### config.mk
export PLATFORM = sky130hd
export DESIGN_NAME = mips_multicycle_ctrl
export DESIGN_NICKNAME = d
export VERILOG_FILES = /design/src/rtl/mips_multicycle_ctrl.sv
export SDC_FILE = /design/constraint.sdc
export NUM_CORES = 1
export LEC_CHECK = 0
export ABC_AREA = 0
export ABC_CLOCK_PERIOD_IN_PS = 3500
export BUFFER_PORTS_ARGS = -buffer_cell sky130_fd_sc_hd__clkbuf_2
export CAP_MARGIN = 20
export CORE_UTILIZATION = 50
export DETAILED_ROUTE_END_ITERATION = 6
export GPL_TIMING_DRIVEN = 0
export PLACE_DENSITY_LB_ADDON = 0.1
export SETUP_SLACK_MARGIN = 0.05
export SYNTH_ARGS = -nofsm -noshare
export SYNTH_HDL_FRONTEND = slang
export SYNTH_SLANG_ARGS = --single-unit
export TNS_END_PERCENT = 30
### constraint.sdc
create_clock -name clk -period 3.5 [get_ports clk]
set_clock_uncertainty 0.1 [all_clocks]
set_input_delay 0.35 -clock clk [delete_from_list [all_inputs] [get_ports clk]]
set_output_delay 0.35 -clock clk [all_outputs]
set_load 0.005 [all_outputs]
### src/rtl/mips_multicycle_ctrl.sv
// Multicycle MIPS control unit: a Moore FSM that steps the datapath through fetch, decode,
// execute, memory and write-back over several cycles. One memory port is shared by fetch and
// data access and selected with iord. Every memory state waits on the mem_ready handshake.
//
// Ports:
//   clk, rst_n             clock (rising edge) and synchronous active-low reset
//   op, funct              opcode and function fields from the instruction register
//   zero                   ALU zero flag, used by branches
//   mem_ready              memory completes this cycle
//   mem_req, iord          memory access request and address source (0 PC, 1 ALUOut)
//   mem_write, ir_write    one-cycle strobes, qualified by mem_ready
//   pc_en, pc_src          PC load enable and next-PC source
//   alu_src_a, alu_src_b   ALU operand selects
//   alucontrol             ALU operation
//   regdst, memtoreg       write-back destination and data selects
//   reg_write              register file write enable
//   illegal_op             one-cycle pulse after decoding an unsupported instruction
//   cycle_count            cycles since reset
//   instr_count            instructions retired
//
// Optional feature: define MC_BNE_EN to decode bne (op 000101) as a branch on ~zero.
// Without it, bne is treated as an illegal opcode.

module mips_multicycle_ctrl #(
  parameter int unsigned CNT_W = 32
) (
  input  logic             clk,
  input  logic             rst_n,
  input  logic [5:0]       op,
  input  logic [5:0]       funct,
  input  logic             zero,
  input  logic             mem_ready,
  output logic             mem_req,
  output logic             iord,
  output logic             mem_write,
  output logic             ir_write,
  output logic             pc_en,
  output logic [1:0]       pc_src,
  output logic             alu_src_a,
  output logic [1:0]       alu_src_b,
  output logic [2:0]       alucontrol,
  output logic             regdst,
  output logic             memtoreg,
  output logic             reg_write,
  output logic             illegal_op,
  output logic [CNT_W-1:0] cycle_count,
  output logic [CNT_W-1:0] instr_count
);

  localparam logic [5:0] OpRtype = 6'b000000;
  localparam logic [5:0] OpLw    = 6'b100011;
  localparam logic [5:0] OpSw    = 6'b101011;
  localparam logic [5:0] OpBeq   = 6'b000100;
  localparam logic [5:0] OpAddi  = 6'b001000;
  localparam logic [5:0] OpJ     = 6'b000010;
`ifdef MC_BNE_EN
  localparam logic [5:0] OpBne   = 6'b000101;
`endif

  typedef enum logic [3:0] {
    StFetch, StDecode, StMemAdr, StMemRd, StMemWb, StMemWr,
    StExec, StAluWb, StBranch, StAddiEx, StAddiWb, StJump
  } state_e;

  state_e           state_q, state_d;
  logic [CNT_W-1:0] cycle_q, instr_q;
  logic             illegal_q, illegal_d;
  logic             retire;

  // Ungated strobes; reset forces them low at the port.
  logic mem_req_c, mem_write_c, ir_write_c, reg_write_c;
  logic pc_write, branch, bne_take;

  // R-type function decode
  logic       funct_ok;
  logic [2:0] funct_alu;

  always_comb begin
    funct_ok  = 1'b1;
    funct_alu = 3'b010;
    case (funct)
      6'b100000: funct_alu = 3'b010;
      6'b100010: funct_alu = 3'b110;
      6'b100100: funct_alu = 3'b000;
      6'b100101: funct_alu = 3'b001;
      6'b101010: funct_alu = 3'b111;
      default:   funct_ok  = 1'b0;
    endcase
  end

  always_comb begin
    state_d     = state_q;
    illegal_d   = 1'b0;
    retire      = 1'b0;
    mem_req_c   = 1'b0;
    mem_write_c = 1'b0;
    ir_write_c  = 1'b0;
    reg_write_c = 1'b0;
    pc_write    = 1'b0;
    branch      = 1'b0;
    bne_take    = 1'b0;
    iord        = 1'b0;
    pc_src      = 2'b00;
    alu_src_a   = 1'b0;
    alu_src_b   = 2'b00;
    alucontrol  = 3'b010;
    regdst      = 1'b0;
    memtoreg    = 1'b0;

    unique case (state_q)
      StFetch: begin
        mem_req_c = 1'b1;
        alu_src_b = 2'b01;
        // Strobes only on the completing cycle so a stall never repeats them.
        ir_write_c = mem_ready;
        pc_write   = mem_ready;
        if (mem_ready) state_d = StDecode;
      end
      StDecode: begin
        alu_src_b = 2'b11;
        case (op)
          OpLw, OpSw: state_d = StMemAdr;
          OpRtype: begin
            if (funct_ok) begin
              state_d = StExec;
            end else begin
              state_d   = StFetch;
              illegal_d = 1'b1;
            end
          end
          OpBeq:   state_d = StBranch;
`ifdef MC_BNE_EN
          OpBne:   state_d = StBranch;
`endif
          OpAddi:  state_d = StAddiEx;
          OpJ:     state_d = StJump;
          default: begin
            state_d   = StFetch;
            illegal_d = 1'b1;
          end
        endcase
      end
      StMemAdr: begin
        alu_src_a = 1'b1;
        alu_src_b = 2'b10;
        state_d   = (op == OpLw) ? StMemRd : StMemWr;
      end
      StMemRd: begin
        mem_req_c = 1'b1;
        iord      = 1'b1;
        if (mem_ready) state_d = StMemWb;
      end
      StMemWb: begin
        memtoreg    = 1'b1;
        reg_write_c = 1'b1;
        state_d     = StFetch;
        retire      = 1'b1;
      end
      StMemWr: begin
        mem_req_c   = 1'b1;
        iord        = 1'b1;
        mem_write_c = mem_ready;
        if (mem_ready) begin
          state_d = StFetch;
          retire  = 1'b1;
        end
      end
      StExec: begin
        alu_src_a  = 1'b1;
        alucontrol = funct_alu;
        state_d    = StAluWb;
      end
      StAluWb: begin
        regdst      = 1'b1;
        reg_write_c = 1'b1;
        state_d     = StFetch;
        retire      = 1'b1;
      end
      StBranch: begin
        alu_src_a  = 1'b1;
        alucontrol = 3'b110;
        pc_src     = 2'b01;
`ifdef MC_BNE_EN
        // branch is kept for beq only so a bne with zero=1 does not take.
        if (op == OpBne) bne_take = ~zero;
        else             branch   = 1'b1;
`else
        branch = 1'b1;
`endif
        state_d = StFetch;
        retire  = 1'b1;
      end
      StAddiEx: begin
        alu_src_a = 1'b1;
        alu_src_b = 2'b10;
        state_d   = StAddiWb;
      end
      StAddiWb: begin
        reg_write_c = 1'b1;
        state_d     = StFetch;
        retire      = 1'b1;
      end
      StJump: begin
        pc_src   = 2'b10;
        pc_write = 1'b1;
        state_d  = StFetch;
        retire   = 1'b1;
      end
      default: state_d = StFetch;
    endcase
  end

  always_ff @(posedge clk) begin
    if (!rst_n) begin
      state_q   <= StFetch;
      cycle_q   <= '0;
      instr_q   <= '0;
      illegal_q <= 1'b0;
    end else begin
      state_q   <= state_d;
      cycle_q   <= cycle_q + CNT_W'(1);
      illegal_q <= illegal_d;
      if (retire) instr_q <= instr_q + CNT_W'(1);
    end
  end

  assign mem_req     = rst_n & mem_req_c;
  assign mem_write   = rst_n & mem_write_c;
  assign ir_write    = rst_n & ir_write_c;
  assign reg_write   = rst_n & reg_write_c;
  assign pc_en       = rst_n & (pc_write | (branch & zero) | bne_take);
  assign illegal_op  = illegal_q;
  assign cycle_count = cycle_q;
  assign instr_count = instr_q;

endmodule

; ---- Word-level counts from Yosys, hierarchy flattened
; Index checks and enable logic that the tools add are counted.
[totals]
latchBits = 0
regBits = 69
mem_bits_rw = 0
mem_count = 0
rom_bits = 0
[classes]
n_mux = 26
bitwise = 7
n_shift = 0
magnitude_cmp = 0
reduce_logical = 13
eq_ne = 24
n_div = 0
mul = 0
add_sub_neg = 2
[op_table]
columns = cell, count
row1 = $add 32x1->32 const B, 2
row2 = $eq 6x6->1 const B, 7
row3 = $pmux 4 s7, 1
row4 = $pmux 4 s5, 1
row5 = $eq 4x3->1 const B, 4
row6 = $eq 4x4->1 const B, 4
row7 = $reduce_or 5->1, 3
row8 = $mux 1, 12
row9 = $mux 4, 3
row10 = $pmux 3 s4, 1
row11 = $eq 4x2->1 const B, 2
row12 = $and 1x1->1, 6
row13 = $eq 6x2->1 const B, 1
row14 = $eq 6x3->1 const B, 1
row15 = $eq 6x4->1 const B, 1
row16 = $logic_not 6->1, 1
row17 = $mux 3, 2
row18 = $ne 2x2->1 const B, 3
row19 = $pmux 1 s2, 3
row20 = $pmux 2 s3, 1
row21 = $pmux 3 s2, 1
row22 = $reduce_or 2->1, 3
row23 = $reduce_or 3->1, 2
row24 = $eq 4x1->1 const B, 1
row25 = 6 further kinds, 6

; ---- Longest topological paths before layout
[logic_depth]
ltp_word = 6
ltp_mapped = 7
mapped_depth_nobuf = 6

; ---- Worst setup path before layout
; No wires, ideal clock.
[synth_timing]
path_type = reg2out
startpoint = register state_q[3]
endpoint = output port alucontrol[1]
stages_incl_launch_ff = 4
t_required_ps = 3050
path_slack_ps = 1621
path_buffers = 0
t_arrival_ps = 1429
cell_sequence = dfxtp_1 -> nand2b_1 -> or3_1 -> or4b_1
[synth_via]
elab_chain_cells = 2
elab_cells_between_ends = 3
[synth_rtl]
columns = item, line_no
row1 = from (decl), 65  ; state_e state_q, state_d;
row2 = from (signal assigned), 215  ; state_q <= StFetch;
row3 = from (signal assigned), 220  ; state_q <= state_d;
row4 = $eq 4x4->1 or $eq 4x3->1 (tied branches), 110  ; unique case (state_q)
row5 = $pmux 3 s2 (*), 110
row6 = to (decl), 41  ; output logic [2:0] alucontrol,
; Every way passes the cells marked *; elsewhere a longest branch is shown, timed or not.

; ---- Worst setup path in the final report
; Ends and elaborated chain as after synthesis.

==> results.cfg <==
[status]
status = finished clean

[clock_network]
clock_path_buffers = 2
clkSlewWorstSetupHoldPaths_ns = 0.07
tritoncts = done
cts_buffers = 9
clock_latency_ns = 0.33
root_buffer = sky130_fd_sc_hd__clkbuf_8
clock-sinks = 69
cts-hold-fix-buffers = 0
h-tree-depth = 3
cts_setup_buffers = 0
cts_resized = 0

[grt]
grt_pass1_wl_um = 14100
overflow_left_after_global_routing = 0
antenna_found_initial = 0
grt_start_max_net_pins = 12
global_route.usage.total = 0.234
first_global_vias = 3092

[sta]
final_period_minus_worst_setup_slack_ns = 2.44
worstMarginPinSlew_ns = 0.564
timing.final.setup_violations = 0
maxSlewHeadroom = 0.621
final.hold.worst_slack_ns = 0.242
slew_violations = 0
timing.fmax_mhz = 410
finalCritPeriodShare = 0.697
finalHoldViolations = 0
final.setup.tns_ns = 0
rsz0062_at_grt = false

[setup_path]
kind_of_capture_point_of_the_worst_setup_path = primary output
startpoint_types = flop
critical-path-slowest-cell = sky130_fd_sc_hd__or4b_1
crit_fanout = 7
timing_worst_setup_path_type = flop to primary output
path_buf_inv = 1
timing.critical_path.slowest_cell_delay_ns = 0.48
cp_top_family = simple AND/OR/NAND/NOR gates
worst_ep_required_time_ns = 3.05
crit_arrival_ns = 1.99
timing.critical_path.cells = nand2b_1, or3_1, or4b_1, clkbuf_2

[die]
die_height_um = 87.7
initial_core_util = 0.529
placement_rows = 30
die-area_um2 = 7690
ioPinCount = 97
core-area_um2 = 6940
chipWidth_um = 87.7

[synth]
synth.area.mux_share = 0.00273
synth-simple-area-share = 0.365
synth_enable_flop_cells = 0
combinational_family_with_the_most_area_after_synthesis = simple AND/OR/NAND/NOR gates
ys_dominant_reg_cell = sky130_fd_sc_hd__dfxtp_1
xor_xnor_share_of_the_synthesized_area = 0.103
synth_cell_types = 55
synth-async-reset-ratio = 0
adder_cell_share_of_the_synthesized_area = 0.00954
synthesis.nets = 463
ys_warn_count = 0
postSynthCellCount = 445
ys_seq_elements = 69
synth_sequential_area_ratio = 0.376
post_synth.cell_area_avg_um2 = 8.25
synth_compound_area_frac = 0.115
synthesis.area_um2 = 3670

[drt]
vias = 3568
drc_errors = 0
post_drt_via_cell_ratio = 5.50
drt_first_iter_violations = 118
post_drt_wl_per_cell_um = 13.3
route.antenna.remaining_nets = 0
postRouteWirelength_um = 8620
drt_pass_1_iters = 4

[pwr]
p_leak_nw = 1.76
powerDensity_nw_per_um2 = 331
p_total_w = 0.00146
ir_worst_vdd_mv = 0.191

[hold_path]
hold_class = input port to flop

[cells_and_area]
drive_gt1_frac = 0.231
final_layout_net_count = 566
layout.cells.most_common = sky130_fd_sc_hd__clkbuf_2
insertedDiodeCount = 0
final_cell_mix = sky130_fd_sc_hd__clkbuf_2, sky130_fd_sc_hd__dfxtp_1, sky130_fd_sc_hd__nor2_1
areaGrowthSynthToFinish_pct = 20.7
final_cells = 649

[placement]
detailedPlacementHpwl_um = 6410
place_congestion = 0.838
numPlacedInstances = 633
number_of_port_buffers = 92

[run]
max_cap_viol_count = 0
synth_stat cells (2+ instances only):
cell | n | area (µm²)
sky130_fd_sc_hd__inv_1 | 6 | 22.5
sky130_fd_sc_hd__nor4_1 | 7 | 43.8
sky130_fd_sc_hd__o21a_1 | 2 | 15.0
sky130_fd_sc_hd__nand4_1 | 22 | 138
sky130_fd_sc_hd__nor4_4 | 3 | 63.8
sky130_fd_sc_hd__nand2b_1 | 11 | 68.8
sky130_fd_sc_hd__buf_1 | 4 | 15.0
sky130_fd_sc_hd__nand2_1 | 24 | 90.1
sky130_fd_sc_hd__a31oi_1 | 2 | 12.5
sky130_fd_sc_hd__ha_1 | 2 | 25.0
sky130_fd_sc_hd__xnor2_1 | 13 | 114
sky130_fd_sc_hd__nor3_1 | 13 | 65.1
sky130_fd_sc_hd__nor2b_1 | 4 | 25.0
sky130_fd_sc_hd__or4_1 | 4 | 30.0
sky130_fd_sc_hd__a21o_1 | 3 | 22.5
sky130_fd_sc_hd__nand4_2 | 4 | 50.1
sky130_fd_sc_hd__and3_1 | 12 | 75.1
sky130_fd_sc_hd__nand3_1 | 23 | 115
sky130_fd_sc_hd__and2_1 | 5 | 31.3
sky130_fd_sc_hd__xor2_1 | 30 | 263
sky130_fd_sc_hd__nor2_1 | 59 | 221
sky130_fd_sc_hd__o32ai_1 | 2 | 17.5
sky130_fd_sc_hd__and4_1 | 6 | 52.6
sky130_fd_sc_hd__nor3b_1 | 2 | 15.0
sky130_fd_sc_hd__or2_2 | 2 | 12.5
sky130_fd_sc_hd__buf_2 | 4 | 20.0
sky130_fd_sc_hd__o31ai_1 | 2 | 15.0
sky130_fd_sc_hd__a21oi_1 | 27 | 135
sky130_fd_sc_hd__clkbuf_1 | 13 | 48.8
sky130_fd_sc_hd__dfxtp_1 | 69 | 1380
sky130_fd_sc_hd__or3_1 | 19 | 119
sky130_fd_sc_hd__o21ai_0 | 23 | 115
through the flow:
stage          instance area (µm²)  setup slack [ns]   util
6_report                      4430              1.06  0.638
5_1_grt                       4430             0.929  0.638
4_1_cts                       4430              1.04  0.638
3_5_place_dp                  4250              1.17  0.612
3_3_place_gp                  4250              1.17  0.612
2_1_floorplan                 3670              1.62      -
final cells by class:
type | count | area (µm²)
clock buffers | 13 | 159
fillers | 629 | 2510
clock inverters | 3 | 20.0
inverters | 6 | 22.5
multi-input cells | 349 | 2180
well taps | 96 | 120
flip-flops and latches | 69 | 1380
plain buffers | 21 | 83.8
repair buffers | 92 | 460
routing by layer:
metal | part of all wire | vias to the layer above | track usage
met2 | 0.46 | 81 | 0.373
met3 | 0.042 | 8 | 0.0490
met4 | 0.012 | 0 | 0.0805
met1 | 0.49 | 1670 | 0.314
li1 | - | 1809 | -
met5 | 0 | - | 0
registers in the layout (all words and copies together), names as in the netlist:
| signal | count |
|---|---|
| illegal_op | 1 |
| state_q | 4 |
| cycle_count | 32 |
| instr_count | 32 |
cell families (layout without fill, tap and decap cells):
logic type	Yosys count	in the layout
AND/OR/NAND/NOR	232	232
AO/OA/AOI/OAI	70	70
buffers and inverters	27	135
multiplexers	1	1
flip-flops	69	69
adder cells (fa/ha/maj)	3	3
XOR/XNOR	43	43
path summary, 6_finish.rpt:
path | start | endpoint | slack [ns] | cells past startpoint
hold reg to reg | cycle_count[0]$_SDFF_PN0_ | cycle_count[0]$_SDFF_PN0_ | 0.39 | 1
setup reg to reg | state_q[2]$_SDFFE_PN0P_ | instr_count[31]$_SDFFE_PN0P_ | 1.40 | 7
setup / recovery | state_q[3]$_SDFFE_PN0P_ | alucontrol[1] | 1.06 | 4
hold / removal | mem_ready | state_q[2]$_SDFFE_PN0P_ | 0.24 | 2
report_power, final:
part           total [W]  internal [W]  switching, W
sequential      0.000795      0.000790    0.00000544
clock           0.000582      0.000295      0.000286
combinational  0.0000880     0.0000337     0.0000543
No activity file was read; power rests on OpenSTA's default activity.
